$ cat config.mk
export PLATFORM = sky130hd
export DESIGN_NAME = display_scan_driver
export DESIGN_NICKNAME = d
export VERILOG_FILES = /design/src/rtl/watch_pkg.sv /design/src/rtl/seg7_decoder.sv /design/src/rtl/display_scan_driver.sv
export SDC_FILE = /design/constraint.sdc
export NUM_CORES = 1
export LEC_CHECK = 0
export ABC_AREA = 1
export CAP_MARGIN = 20
export CORE_ASPECT_RATIO = 2
export CORE_MARGIN = 1
export CORE_UTILIZATION = 50
export DETAILED_ROUTE_END_ITERATION = 8
export PLACE_DENSITY = 0.81
export RECOVER_POWER = 50
export SETUP_SLACK_MARGIN = 0.1
export SLEW_MARGIN = 40
export SYNTH_ARGS = -nofsm -noshare
export SYNTH_HDL_FRONTEND = slang
export SYNTH_HIERARCHICAL = 1
export SYNTH_SLANG_ARGS = --single-unit
$ cat constraint.sdc
create_clock -name clock -period 1.6 [get_ports clock]
set_input_delay 0.48 -clock clock [delete_from_list [all_inputs] [get_ports clock]]
set_output_delay 0.48 -clock clock [all_outputs]
set_load 0.05 [all_outputs]
$ cat src/rtl/watch_pkg.sv
// Shared types and constants for the watch display path: digit word layout,
// digit count and the active-low seven-segment lookup table.
package watch_pkg;

    localparam int NUM_DIGITS = 8;

    typedef struct packed {
        logic       en;
        logic [3:0] val;
        logic       dp_n;
    } digit_t;

    typedef enum logic {
        PH_BLANK = 1'b0,
        PH_SHOW  = 1'b1
    } phase_t;

    // Segment order {a,b,c,d,e,f,g}, active-low; codes 10..15 render as A b C d E F.
    localparam logic [6:0] SEG7_LUT [16] = '{
        7'b0000001, 7'b1001111, 7'b0010010, 7'b0000110,
        7'b1001100, 7'b0100100, 7'b0100000, 7'b0001111,
        7'b0000000, 7'b0000100, 7'b0001000, 7'b1100000,
        7'b0110001, 7'b1000010, 7'b0110000, 7'b0111000
    };

endpackage

$ cat src/rtl/seg7_decoder.sv
// Combinational hex digit to active-low seven-segment decoder.
module seg7_decoder
    import watch_pkg::*;
(
    input  logic [3:0] val,
    output logic [6:0] seg_n
);

    assign seg_n = SEG7_LUT[val];

endmodule

$ cat src/rtl/display_scan_driver.sv
// Time-multiplexed 8-digit seven-segment scan driver with per-slot blanking.
// Optional lamp test input is enabled by defining DISPLAY_LAMP_TEST_EN.
module display_scan_driver
    import watch_pkg::*;
#(
    parameter int DIGIT_CYCLES = 100_000,
    parameter int BLANK_CYCLES = 1_000
) (
    input  logic       clock,
    input  logic       reset,
`ifdef DISPLAY_LAMP_TEST_EN
    input  logic       lamp_test,
`endif
    input  logic [5:0] d1,
    input  logic [5:0] d2,
    input  logic [5:0] d3,
    input  logic [5:0] d4,
    input  logic [5:0] d5,
    input  logic [5:0] d6,
    input  logic [5:0] d7,
    input  logic [5:0] d8,
    output logic [7:0] an,
    output logic [7:0] dec_ddp
);

    localparam int CNT_W = (DIGIT_CYCLES > 1) ? $clog2(DIGIT_CYCLES) : 1;
    localparam logic [CNT_W-1:0] CNT_LAST   = CNT_W'(DIGIT_CYCLES - 1);
    localparam logic [CNT_W-1:0] BLANK_LAST = CNT_W'(BLANK_CYCLES - 1);
    localparam logic [CNT_W-1:0] BLANK_END  = CNT_W'(BLANK_CYCLES);

    logic [CNT_W-1:0] cnt_reg, cnt_next;
    logic [2:0]       idx_reg, idx_next;
    digit_t           snap_reg, snap_next;
    logic [7:0]       an_reg, an_next;
    logic [7:0]       dec_ddp_reg, dec_ddp_next;

    digit_t           digit_words [NUM_DIGITS];
    logic [7:0]       an_sel_n;
    logic [6:0]       seg_n;
    phase_t           phase;

    assign digit_words[0] = d1;
    assign digit_words[1] = d2;
    assign digit_words[2] = d3;
    assign digit_words[3] = d4;
    assign digit_words[4] = d5;
    assign digit_words[5] = d6;
    assign digit_words[6] = d7;
    assign digit_words[7] = d8;

    // Active-low one-hot anode select for the digit currently being scanned.
    genvar gi;
    generate
        for (gi = 0; gi < NUM_DIGITS; gi++) begin : g_anode
            assign an_sel_n[gi] = ~(idx_reg == 3'(gi));
        end
    endgenerate

    seg7_decoder u_seg7 (
        .val   (snap_reg.val),
        .seg_n (seg_n)
    );

    always_ff @(posedge clock) begin
        if (reset) begin
            cnt_reg     <= '0;
            idx_reg     <= '0;
            snap_reg    <= '0;
            an_reg      <= 8'hFF;
            dec_ddp_reg <= 8'hFF;
        end else begin
            cnt_reg     <= cnt_next;
            idx_reg     <= idx_next;
            snap_reg    <= snap_next;
            an_reg      <= an_next;
            dec_ddp_reg <= dec_ddp_next;
        end
    end

    // Slot timing; the 3-bit index wraps 7 -> 0 naturally.
    always_comb begin
        cnt_next = cnt_reg + CNT_W'(1);
        idx_next = idx_reg;
        if (cnt_reg == CNT_LAST) begin
            cnt_next = '0;
            idx_next = idx_reg + 3'd1;
        end
    end

    // The digit word is latched on the last blank cycle, so the whole SHOW
    // interval displays one coherent value even if the input changes mid-slot.
    always_comb begin
        snap_next = snap_reg;
        if (cnt_reg == BLANK_LAST) begin
            snap_next = digit_words[idx_reg];
        end
    end

    assign phase = (cnt_reg < BLANK_END) ? PH_BLANK : PH_SHOW;

    always_comb begin
        an_next      = 8'hFF;
        dec_ddp_next = 8'hFF;
        if (phase == PH_SHOW) begin
            an_next      = snap_reg.en ? an_sel_n : 8'hFF;
            dec_ddp_next = {seg_n, snap_reg.dp_n};
`ifdef DISPLAY_LAMP_TEST_EN
            if (lamp_test) begin
                an_next      = an_sel_n;
                dec_ddp_next = 8'h00;
            end
`endif
        end
    end

    assign an      = an_reg;
    assign dec_ddp = dec_ddp_reg;

endmodule
; ---- Word level (Yosys, flattened, before mapping)
; Memory sizes are Yosys's and may differ from the RTL's. A register that Yosys moved wholly into a read port is not among the register bits.
; Cells that the tools add are included.
[totals]
latchBits = 0
mem_count = 1
mem_bits_ro = 112
ram_bits = 0
wordCells = 42
register_bits = 42
[classes]
shifts = 0
order_cmp = 3
reduce_logical = 4
muxes = 5
bitwise_logic = 11
multipliers = 0
n_eq_ne = 9
n_div = 0
addsub = 2
[mem_list]
columns = memory, depth, width, rd, rd_clocked_by_memory_dff, write_ports, line_no
row1 = (no name shown), 16, 7, 1, 1, 0, seg7_decoder.sv:9  ; assign seg_n = SEG7_LUT[val];
[ops]
columns = op, count
row1 = $bmux 6 s3, 1
row2 = $add 17x1->17 const B, 1
row3 = $eq 17x10->1 const B, 1
row4 = $eq 17x17->1 const B, 1
row5 = $lt 17x10->1 const B, 1
row6 = $mux 7, 2
row7 = $eq 3x3->1 const B, 4
row8 = $mux 6, 2
row9 = $not 1->1, 9
row10 = $eq 3x2->1 const B, 2
row11 = $ge 5x5->1 const B, 1
row12 = $not 4->5, 1
row13 = $ge 4x4->1 const B, 1
row14 = $not 3->4, 1
row15 = $reduce_or 2->1, 2
row16 = $add 3x1->3 const B, 1
row17 = $eq 3x1->1 const B, 1
row18 = $logic_not 3->1, 1
row19 = $reduce_or 3->1, 1

; ---- Depth between registers and ports, before layout
; Gate-level depths: netlist (run 1).
[logic_depth]
ltp_word = 4
depth_mapped = 9
mapped_depth_nobuf = 8

; ---- Hierarchy
; Netlist (run 1), hierarchy kept.
[modules_own_cells]
columns = mod, seq_area_each_um2, n_inst, cells_per_inst, area_per_inst_um2
row1 = display_scan_driver, 840.8, 1, 376, 2408.6
row2 = seg7_decoder, 0.0, 1, 49, 274.0

; ---- Worst setup path before layout (run 1)
; OpenSTA, ideal clock, no wires.
[synth_path]
path_type = register to register
start = reg cnt_reg[0]
end = reg cnt_reg[7]
setup_time_ns = 0.115
required_time_ns = 1.485
synth_period_minus_slack_ns = 1.381
stages_incl_launch_ff = 10
n_path_buf = 1
arrival_ns = 1.266
slack_ns = 0.219
cell_sequence = dfxtp_1 -> ha_1 -> nand2_1 -> nor2_2 -> inv_2 -> nor2_1 -> nand3_2 -> nand2_4 -> buf_6 -> nor2_1
[synth_via]
elab_chain_cells = 2
elab_cells_between_ends = 3
classes_between = add/sub (1) / eq/ne (1) / reduce/logical (1)
[synth_lines]
columns = item, line_no
row1 = "start, declared", display_scan_driver.sv:31  ; logic [CNT_W-1:0] cnt_reg, cnt_next;
row2 = "start signal, assigned", display_scan_driver.sv:72  ; cnt_reg <= cnt_next;
row3 = branches (longest 2 deep; another with $add 17x1->17), -
; Several ways; the timed one is not identified.
; A chain may end at the register's enable or synchronous reset.

; ---- Worst setup path after layout (run 1)
[layout_path]
start = in reset
end = reg dec_ddp_reg[3], in the netlist dec_ddp[3]
[layout_via]
elab_chain_cells = 1
[layout_lines]
columns = item, line_no
row1 = "start, declared", display_scan_driver.sv:10  ; input logic reset,
row2 = $reduce_or 2->1 (no line), -
row3 = "end, declared", display_scan_driver.sv:35  ; logic [7:0] dec_ddp_reg, dec_ddp_next;
; Every way passes these cells.

==> results of run 1 <==
==> power by group <==
| group | switching [mW] | internal, mW |
|---|---|---|
| sequential | 0.00682 | 1.05 |
| clock | 0.390 | 0.312 |
| combinational | 0.0770 | 0.141 |
| total | 0.473 | 1.50 |
==> kinds of logic (layout without fill, tap and decap cells) <==
logic type	Yosys count	in the layout	synth area share, %
AND/OR/NAND/NOR	245	247	41.7
buffers and inverters	96	164	14.4
flip-flops	42	42	31.3
AO/OA/AOI/OAI	23	23	4.43
adder cells (fa/ha/maj)	14	14	6.53
XOR/XNOR	5	5	1.63
==> path summary, 6_finish.rpt <==
| check | slack, ns | depth (start not counted) | to | startpoint |
|---|---|---|---|---|
| min | 0.45 | 1 | cnt_reg[0] | cnt_reg[0] |
| min reg2reg | 0.45 | 1 | cnt_reg[0] | cnt_reg[0] |
| max reg2reg | 0.14 | 8 | cnt_reg[7] | cnt_reg[0] |
| max | 0.13 | 4 | dec_ddp[3] | reset |
==> Yosys cell counts (2+ instances only) <==
library cell / number / area (um2)
nor3_1: 5 / 25.0
nand3_1: 65 / 325
ha_1: 14 / 175
xnor2_1: 2 / 17.5
nand4_1: 10 / 62.6
buf_6: 2 / 22.5
nor2_4: 2 / 22.5
inv_1: 75 / 282
inv_2: 7 / 26.3
clkbuf_1: 5 / 18.8
o21ai_1: 2 / 10.0
buf_2: 6 / 30.0
xor2_1: 3 / 26.3
nand2_1: 110 / 413
nand3_2: 2 / 20.0
a21oi_1: 14 / 70.1
dfxtp_1: 42 / 841
nor2_1: 34 / 128
o21ai_0: 6 / 30.0
nand3b_1: 8 / 60.1
nor2_2: 5 / 31.3
nand2_2: 2 / 12.5
==> layer usage <==
layer | vias to the layer above | track usage, % | wire length (um)
met5 | - | 0 | 0
met4 | 0 | 13.7 | 318
met3 | 25 | 4.33 | 278
met2 | 97 | 55.9 | 4410
met1 | 1355 | 27.1 | 2690
li1 | 1456 | - | -
==> placed cells by master (no fill, tap or decap), types with 2 or more instances in the layout <==
master | netlist | layout
nand3b_1 | 8 | 8
clkbuf_2 | 0 | 16
a21oi_1 | 14 | 13
dfxtp_1 | 42 | 37
nor2_4 | 2 | 4
nand2_4 | 1 | 2
nand2_1 | 110 | 110
inv_2 | 7 | 8
nand4_1 | 10 | 10
nand3_1 | 65 | 62
xor2_1 | 3 | 3
nor2_1 | 34 | 31
o21ai_2 | 1 | 2
clkbuf_8 | 0 | 5
buf_4 | 1 | 9
xnor2_1 | 2 | 2
dfxtp_2 | 0 | 4
nor3_1 | 5 | 4
clkdlybuf4s50_1 | 0 | 49
nor2_2 | 5 | 6
o21ai_1 | 2 | 3
ha_1 | 14 | 13
nand3_2 | 2 | 4
clkinvlp_4 | 0 | 3
nand2_2 | 2 | 2
inv_1 | 75 | 73
o21ai_0 | 6 | 4
==> repair_timing <==
item	CTS	global route
endpoints found under the setup margin	22	39
pin swaps	5	4
gates cloned	2	0
hold buffers	0	0
gates resized for setup	12	15
setup buffers	1	0
==> metrics by stage <==
| step | util [%] | area, um2 | setup slack (ns) | hold WS [ns] |
|---|---|---|---|---|
| after floorplan | - | 2680 | 0.219 | 0.415 |
| after global placement | 69.0 | 3550 | 0.104 | 0.430 |
| after detailed placement | 69.0 | 3550 | 0.0208 | 0.438 |
| after CTS | 72.3 | 3720 | 0.101 | 0.430 |
| after global routing | 68.4 | 3520 | 0.0594 | 0.469 |
| final | 68.4 | 3520 | 0.131 | 0.449 |
==> final cells by class <==
cell class              count  share of cell area, %
clock inverters             3                  0.676
multi-input cells         289                   44.1
inverters                  82                   8.86
well taps                  58                   2.06
clock buffers               5                   1.96
flip-flops and latches     42                   24.2
repair buffers             74                   18.1
==> flow_summary_export.csv, run 1 <==
group,metric,value,unit
power_and_ir_drop,p_per_area,562,mW/mm2
synth,avgSynthCellArea,6.31,um2
setup_path,cp-end-kind,"flop",
clock_network,clk_pin_slew,0.08,ns
final_layout,drive_above_1_share,14.7,%
placed_design,dpl.hpwl,5840,um
sta,setup_tns,0,ns
sta,tightest_slew,0.403,ns
grt,grt_max_degree,24,
sta,finalClockSkew,0.00215,ns
run_status,outcome,"completed",
synth,yosys_register_bits,42,
route,ant_nets,0,
final_layout,multiInputGateArea,0.00155,mm2
hold_path,hold_class,"reg -> reg",
clock_network,clkSinkCount,42,
sta,finalSetupViolCount,0,
setup_path,cp.required,1.83,ns
grt,overflow,0,
die,die_y,106,um
setup_path,max_stage_delay,0.57,ns
clock_network,clockBufferDepth,2,
setup_path,cp.arrival,1.70,ns
route,avgViaCountPerCell,5.30,
setup_path,crit_slowest_cell,"clkdlybuf4s50_1",
grt,first_global_vias,2875,
placed_design,port_buffers,65,
synth,yosysSeqAreaShare,31.3,%
setup_path,start_kind,"input port",
die,start_util,52.2,%
grt,grt_usage,29.2,%
final_layout,fillers,458,
route,wire_per_inst,13.9,um
route,drc,0,
setup_path,cp_max_fo,8,
flow_run,drv_cap,0,
final_layout,nets,558,
route,drt_pass1_iterations,4,
route,dr.first_iter.drc_count,104,
die,placementRows,37,
sta,rsz0062_at_grt,"false",
setup_path,critPathKind,"in -> reg",
synth,yosys_warnings,6,
sta,fin_crit,1.47,ns
setup_path,worst-path-buf-inv,3,
clock_network,cts_root_buffer,"clkbuf_8",
sta,fmax,0.681,GHz
synth,synth_area,0.00268,mm2
sta,maxSlewHeadroom,73.1,%
clock_network,htree_levels,2,
power_and_ir_drop,leakagePower,1.58,nW
power_and_ir_drop,vdd_drop_max,0.000751,V
setup_path,path_cells,"clkdlybuf4s50_1, clkinvlp_4, buf_4, nand3b_1",
die,io_pins,66,
die,coreArea,0.00514,mm2
synth,ys_types,26,
synth,syn-num-nets,489,
sta,finalHoldViolations,0,
grt,grt_pass1_wl,12200,um
final_layout,largest_reg_flops,17,
sta,finalCritPeriodShare,91.8,%
synth,synth-main-ff-cell,"dfxtp_1",
route,vias,2933,
sta,drv_slew,0,
die,dieArea,0.00568,mm2
clock_network,clock_latency,0.29,ns
placed_design,dp.cells,542,
setup_path,cp_top_family,"buffers and inverters",
route,drt-total-wl,7700,um
synth,synth-edff-count,0,
power_and_ir_drop,p_total,1.98,mW
synth,syn-instance-count,425,
final_layout,final_cells,553,
final_layout,syn_to_final_growth,31.1,%
grt,grt_antenna_before_repair,0,
final_layout,seqCellArea,850,um2
placed_design,place.gp.congestion,0.939,
die,die_x,53.8,um
clock_network,cts_tree,"yes",
clock_network,cts_made_buffers,5,
final_layout,antennaDiodeCount,0,
synth,synthArstFlopShare,0,%
Power figures use the tool's default switching activity.
==> run 2, diff against run 1 <==
--- a/config.mk
+++ b/config.mk
@@ -13,7 +13,7 @@
 export DETAILED_ROUTE_END_ITERATION = 8
 export PLACE_DENSITY = 0.81
 export RECOVER_POWER = 50
-export SETUP_SLACK_MARGIN = 0.1
+export SETUP_SLACK_MARGIN = 0.2
 export SLEW_MARGIN = 40
 export SYNTH_ARGS = -nofsm -noshare
 export SYNTH_HDL_FRONTEND = slang
==> run 2 against run 1 <==
Compared with the run above:
- combinational power up 3%
- worst hold slack improved by 0.0070 ns
- register-to-register slack about the same
- sequential cell count stayed put
- die area unchanged
- utilization is 1.6 points higher
- critical path type is now reg -> reg
==> flow_summary_export.csv, run 2 (same netlist as run 1, synthesis figures left out) <==
group,metric,value,unit
power_and_ir_drop,p_per_area,555,mW/mm2
route,drc,0,
sta,fmax,0.685,GHz
sta,rsz0062_at_grt,"true",
grt,grt_max_degree,24,
route,avgViaCountPerCell,5.30,
hold_path,hold_class,"reg -> reg",
placed_design,place.gp.congestion,0.939,
sta,finalCritPeriodShare,91.3,%
clock_network,clk_pin_slew,0.09,ns
sta,maxSlewHeadroom,77.3,%
sta,finalClockSkew,0.00789,ns
route,ant_nets,0,
power_and_ir_drop,leakagePower,1.61,nW
placed_design,port_buffers,65,
sta,finalSetupViolCount,0,
power_and_ir_drop,vdd_drop_max,0.000867,V
run_status,outcome,"completed",
route,dr.first_iter.drc_count,131,
grt,first_global_vias,2861,
setup_path,start_kind,"flop",
clock_network,cts_tree,"yes",
clock_network,clock_latency,0.30,ns
grt,grt_usage,29.1,%
final_layout,syn_to_final_growth,34.1,%
sta,drv_slew,0,
clock_network,clockBufferDepth,2,
placed_design,dpl.hpwl,5840,um
route,wire_per_inst,14.1,um
final_layout,post-route-util,70.0,%
clock_network,htree_levels,2,
die,dieArea,0.00568,mm2
setup_path,cp.required,1.83,ns
sta,finalHoldViolations,0,
clock_network,clkSinkCount,42,
route,drt_pass1_iterations,5,
sta,hold_ws,0.456,ns
sta,fin_crit,1.46,ns
die,die_x,53.8,um
final_layout,nets,559,
route,drt-total-wl,7840,um
setup_path,cp-end-kind,"flop",
hold_path,holdPathStages,1,
setup_path,cp_max_fo,7,
flow_run,drv_cap,0,
final_layout,final_common_cell,"nand2_1",
sta,tightest_slew,0.336,ns
sta,setup_tns,0,ns
final_layout,drive_above_1_share,18.1,%
setup_path,critPathKind,"reg -> reg",
grt,overflow,0,
grt,grt_antenna_before_repair,0,
grt,grt_pass1_wl,12100,um
final_layout,most-common-layout-cells,"107 x nand2_1, 72 x inv_1, 60 x nand3_1",
setup_path,rr_worst_depth,7,
die,io_pins,66,
die,coreArea,0.00514,mm2
clock_network,cts_root_buffer,"clkbuf_8",
die,placementRows,37,
final_layout,largest_reg_flops,17,
power_and_ir_drop,p_total,2.00,mW
final_layout,antennaDiodeCount,0,
die,die_y,106,um
clock_network,cts_made_buffers,5,
route,vias,2936,
setup_path,cp.arrival,1.69,ns
die,start_util,52.2,%
[run 2: final cells by class]
type                            count  area, um2
Clock buffer                        5       68.8
Clock inverter                      3       23.8
Fill cell                         438       1540
Inverter                           82        312
Multi-Input combinational cell    288       1600
Sequential cell                    42        855
Tap cell                           58       72.6
Timing Repair Buffer               76        663
[run 2: where the power goes]
part / internal, mW / switching [mW]
Sequential: 1.05 / 0.00730
Clock: 0.312 / 0.400
Combinational: 0.146 / 0.0794
[run 2: timing repair]
action                                  CTS  global route
hold buffers                              0             0
pin swaps                                 7             7
buffers inserted                          2             1
resized for setup                        21            29
cloned                                    1             0
endpoints found under the setup margin   41            36
[run 2: per-layer routing]
| layer | GRT usage (%) | up-vias | wire length (um) |
|---|---|---|---|
| met2 | 55.3 | 101 | 4460 |
| met1 | 27.0 | 1348 | 2670 |
| met4 | 14.3 | 0 | 335 |
| met3 | 4.76 | 28 | 362 |
| li1 | - | 1459 | - |
| met5 | 0 | - | 0 |
[run 2: through the flow]
step	instance area [um2]	std cells	setup slack, ns
after floorplan	2680	425	0.219
after global placement	3550	542	0.104
after detailed placement	3550	542	0.0208
after CTS	3750	553	0.202
after global routing	3600	554	0.0267
final	3600	554	0.140
[run 2: final timing paths]
path,slack (ns),endpoint,start
setup / recovery,0.14,snap_reg[1],cnt_reg[4]
hold / removal,0.46,dec_ddp[0],snap_reg[0]
setup reg to reg,0.14,snap_reg[1],cnt_reg[4]
hold reg to reg,0.46,dec_ddp[0],snap_reg[0]
[run 2: critical path, cell delays in order (launching register included)]
cell,delay (ns)
dfxtp_1,0.40
nor2_1,0.16
inv_1,0.11
nor2_4,0.15
nand2_2,0.08
nor2_4,0.20
nand3_2,0.14
a21oi_2,0.17
==> run 3, diff against run 2 <==
--- a/config.mk
+++ b/config.mk
@@ -8,7 +8,7 @@
 export ABC_AREA = 1
 export CAP_MARGIN = 20
 export CORE_ASPECT_RATIO = 2
-export CORE_MARGIN = 1
+export CORE_MARGIN = 10
 export CORE_UTILIZATION = 50
 export DETAILED_ROUTE_END_ITERATION = 8
 export PLACE_DENSITY = 0.81
==> run 3 against run 2 <==
Compared with the run above:
- sequential cell count did not move
- largest power group unchanged
- clock power is 4.1% higher
- critical path depth up 1
- global-route usage down 11 points
- critical endpoint is now idx_reg[1]
- die area increased by 56%
==> flow_summary_export.csv, run 3 (same netlist as run 1, synthesis figures left out) <==
group,metric,value,unit
setup_path,start_kind,"flop",
final_layout,fillers,413,
setup_path,max_stage_delay,0.38,ns
route,wire_per_inst,15.2,um
hold_path,hold_class,"reg -> reg",
sta,fin_crit,1.42,ns
power_and_ir_drop,leakagePower,1.67,nW
grt,grt_antenna_before_repair,0,
sta,fmax,0.705,GHz
clock_network,cts_made_buffers,5,
route,met1_length,2970,um
final_layout,design_area,0.00375,mm2
final_layout,most-common-layout-cells,"107 x nand2_1, 73 x inv_1, 59 x nand3_1",
power_and_ir_drop,p_total,2.04,mW
clock_network,htree_levels,2,
setup_path,worst-path-buf-inv,1,
run_status,outcome,"completed",
sta,finalClockSkew,0.00700,ns
die,die_x,71.8,um
final_layout,largest_reg_flops,17,
route,dr_wl_met3,440,um
route,drt-total-wl,8520,um
placed_design,port_buffers,65,
clock_network,clockBufferDepth,2,
sta,worst_slack,0.181,ns
setup_path,cp-end-kind,"flop",
grt,overflow,0,
setup_path,crit_slowest_cell,"dfxtp_2",
setup_path,cp_max_fo,4,
grt,grt_max_degree,26,
die,placementRows,37,
placed_design,dp.cells,546,
power_and_ir_drop,vdd_drop_max,0.000658,V
clock_network,clock_latency,0.30,ns
final_layout,drive_above_1_share,21.0,%
sta,rsz0062_at_grt,"true",
final_layout,antennaDiodeCount,0,
final_layout,final_cells,562,
setup_path,crit_top_cell,"nor2_4",
clock_network,cts_tree,"yes",
final_layout,syn_to_final_growth,39.9,%
sta,finalHoldViolations,0,
placed_design,post_dp_cell_area,0.00358,mm2
die,die_y,124,um
sta,setup_tns,0,ns
grt,first_global_vias,2859,
clock_network,hold_buffers,0,
setup_path,cp.arrival,1.62,ns
route,dr.first_iter.drc_count,185,
sta,finalSetupViolCount,0,
grt,grt_usage,17.8,%
clock_network,clkSinkCount,42,
die,coreArea,0.00518,mm2
placed_design,dp_slack,0.0611,ns
route,ant_nets,0,
setup_path,crit_cells,8,
placed_design,place.gp.congestion,0.926,
route,top_layer,"met4",
setup_path,cp.required,1.80,ns
final_layout,final_common_cell,"nand2_1",
sta,finalCritPeriodShare,88.7,%
setup_path,path_cells,"ha_4, nand2_4, nor2_4, inv_2, nor2_4, nand3_4, o21ai_2, nor2_1",
clock_network,cts_root_buffer,"clkbuf_8",
setup_path,critPathKind,"reg -> reg",
route,drc,0,
setup_path,rr_worst_depth,8,
hold_path,holdPathStages,2,
sta,tightest_slew,0.362,ns
route,avgViaCountPerCell,5.34,
setup_path,r2r_slack,0.18,ns
route,vias,3003,
die,dieArea,0.00887,mm2
die,io_pins,66,
power_and_ir_drop,p_per_area,543,mW/mm2
route,drt_pass1_iterations,5,
route,wl_met2,4730,um
sta,maxSlewHeadroom,75.8,%
setup_path,cp_top_family,"simple AND/OR/NAND/NOR gates",
flow_run,drv_cap,0,
clock_network,clk_pin_slew,0.09,ns
die,start_util,51.7,%
grt,grt_pass1_wl,13000,um
placed_design,dpl.hpwl,6300,um
sta,drv_slew,0,
final_layout,nets,567,
==> run 3: cell types whose count changed in the layout (fill, tap and decap cells not counted), sizes merged <==
cell,delta
dlygate4sd3,+1
buf,+6
dlymetal6s2s,-1
clkinv,+1
nand3,+1
inv,-1
clkbuf,+2
clkinvlp,-1
==> run 3: stage by stage <==
| step | utilization (%) | hold WS [ns] |
|---|---|---|
| after detailed placement | 69.0 | 0.440 |
| after floorplan | - | 0.415 |
| after global routing | 72.4 | 0.532 |
| final | 72.4 | 0.507 |
| after CTS | 72.1 | 0.445 |
| after global placement | 69.0 | 0.429 |
==> run 3: cell type report <==
| cell class | count | area [um2] | area share [%] |
|---|---|---|---|
| Multi-Input combinational cell | 289 | 1700 | 45.2 |
| Sequential cell | 42 | 856 | 22.8 |
| Tap cell | 58 | 72.6 | 1.93 |
| Clock buffer | 6 | 82.6 | 2.20 |
| Timing Repair Buffer | 83 | 719 | 19.2 |
| Inverter | 82 | 314 | 8.37 |
| Clock inverter | 2 | 12.5 | 0.333 |
==> run 3: worst min-delay path, stage by stage (launching register included) <==
cell and delay (ns):
dfxtp_1 0.34, o21ai_0 0.07, a21oi_1 0.06
==> run 3: layer usage <==
| layer | track usage [%] | up-vias |
|---|---|---|
| met1 | 16.2 | 1393 |
| li1 | - | 1475 |
| met4 | 7.91 | 0 |
| met5 | 0 | - |
| met3 | 4.22 | 35 |
| met2 | 35.5 | 100 |
==> run 3: path summary, 6_finish.rpt <==
| path | startpoint | to |
|---|---|---|
| setup / recovery | cnt_reg[0] | idx_reg[1] |
| setup reg to reg | cnt_reg[0] | idx_reg[1] |
| hold / removal | cnt_reg[16] | cnt_reg[16] |
| hold reg to reg | cnt_reg[16] | cnt_reg[16] |
==> run 3: power by group <==
| group | leakage (nW) | switching (mW) | internal [mW] | total [mW] |
|---|---|---|---|---|
| combinational | 1.28 | 0.0855 | 0.152 | 0.237 |
| clock | 0.0472 | 0.393 | 0.347 | 0.741 |
| sequential | 0.345 | 0.00910 | 1.05 | 1.06 |
| total | 1.67 | 0.488 | 1.55 | 2.04 |
==> run 3: timing repair <==
| action | 4_1_cts | 5_1_grt |
|---|---|---|
| setup buffers | 0 | 6 |
| gates resized for setup | 14 | 51 |
| gates cloned | 1 | 1 |
| endpoints found under the setup margin | 41 | 42 |
| pin swaps | 5 | 12 |
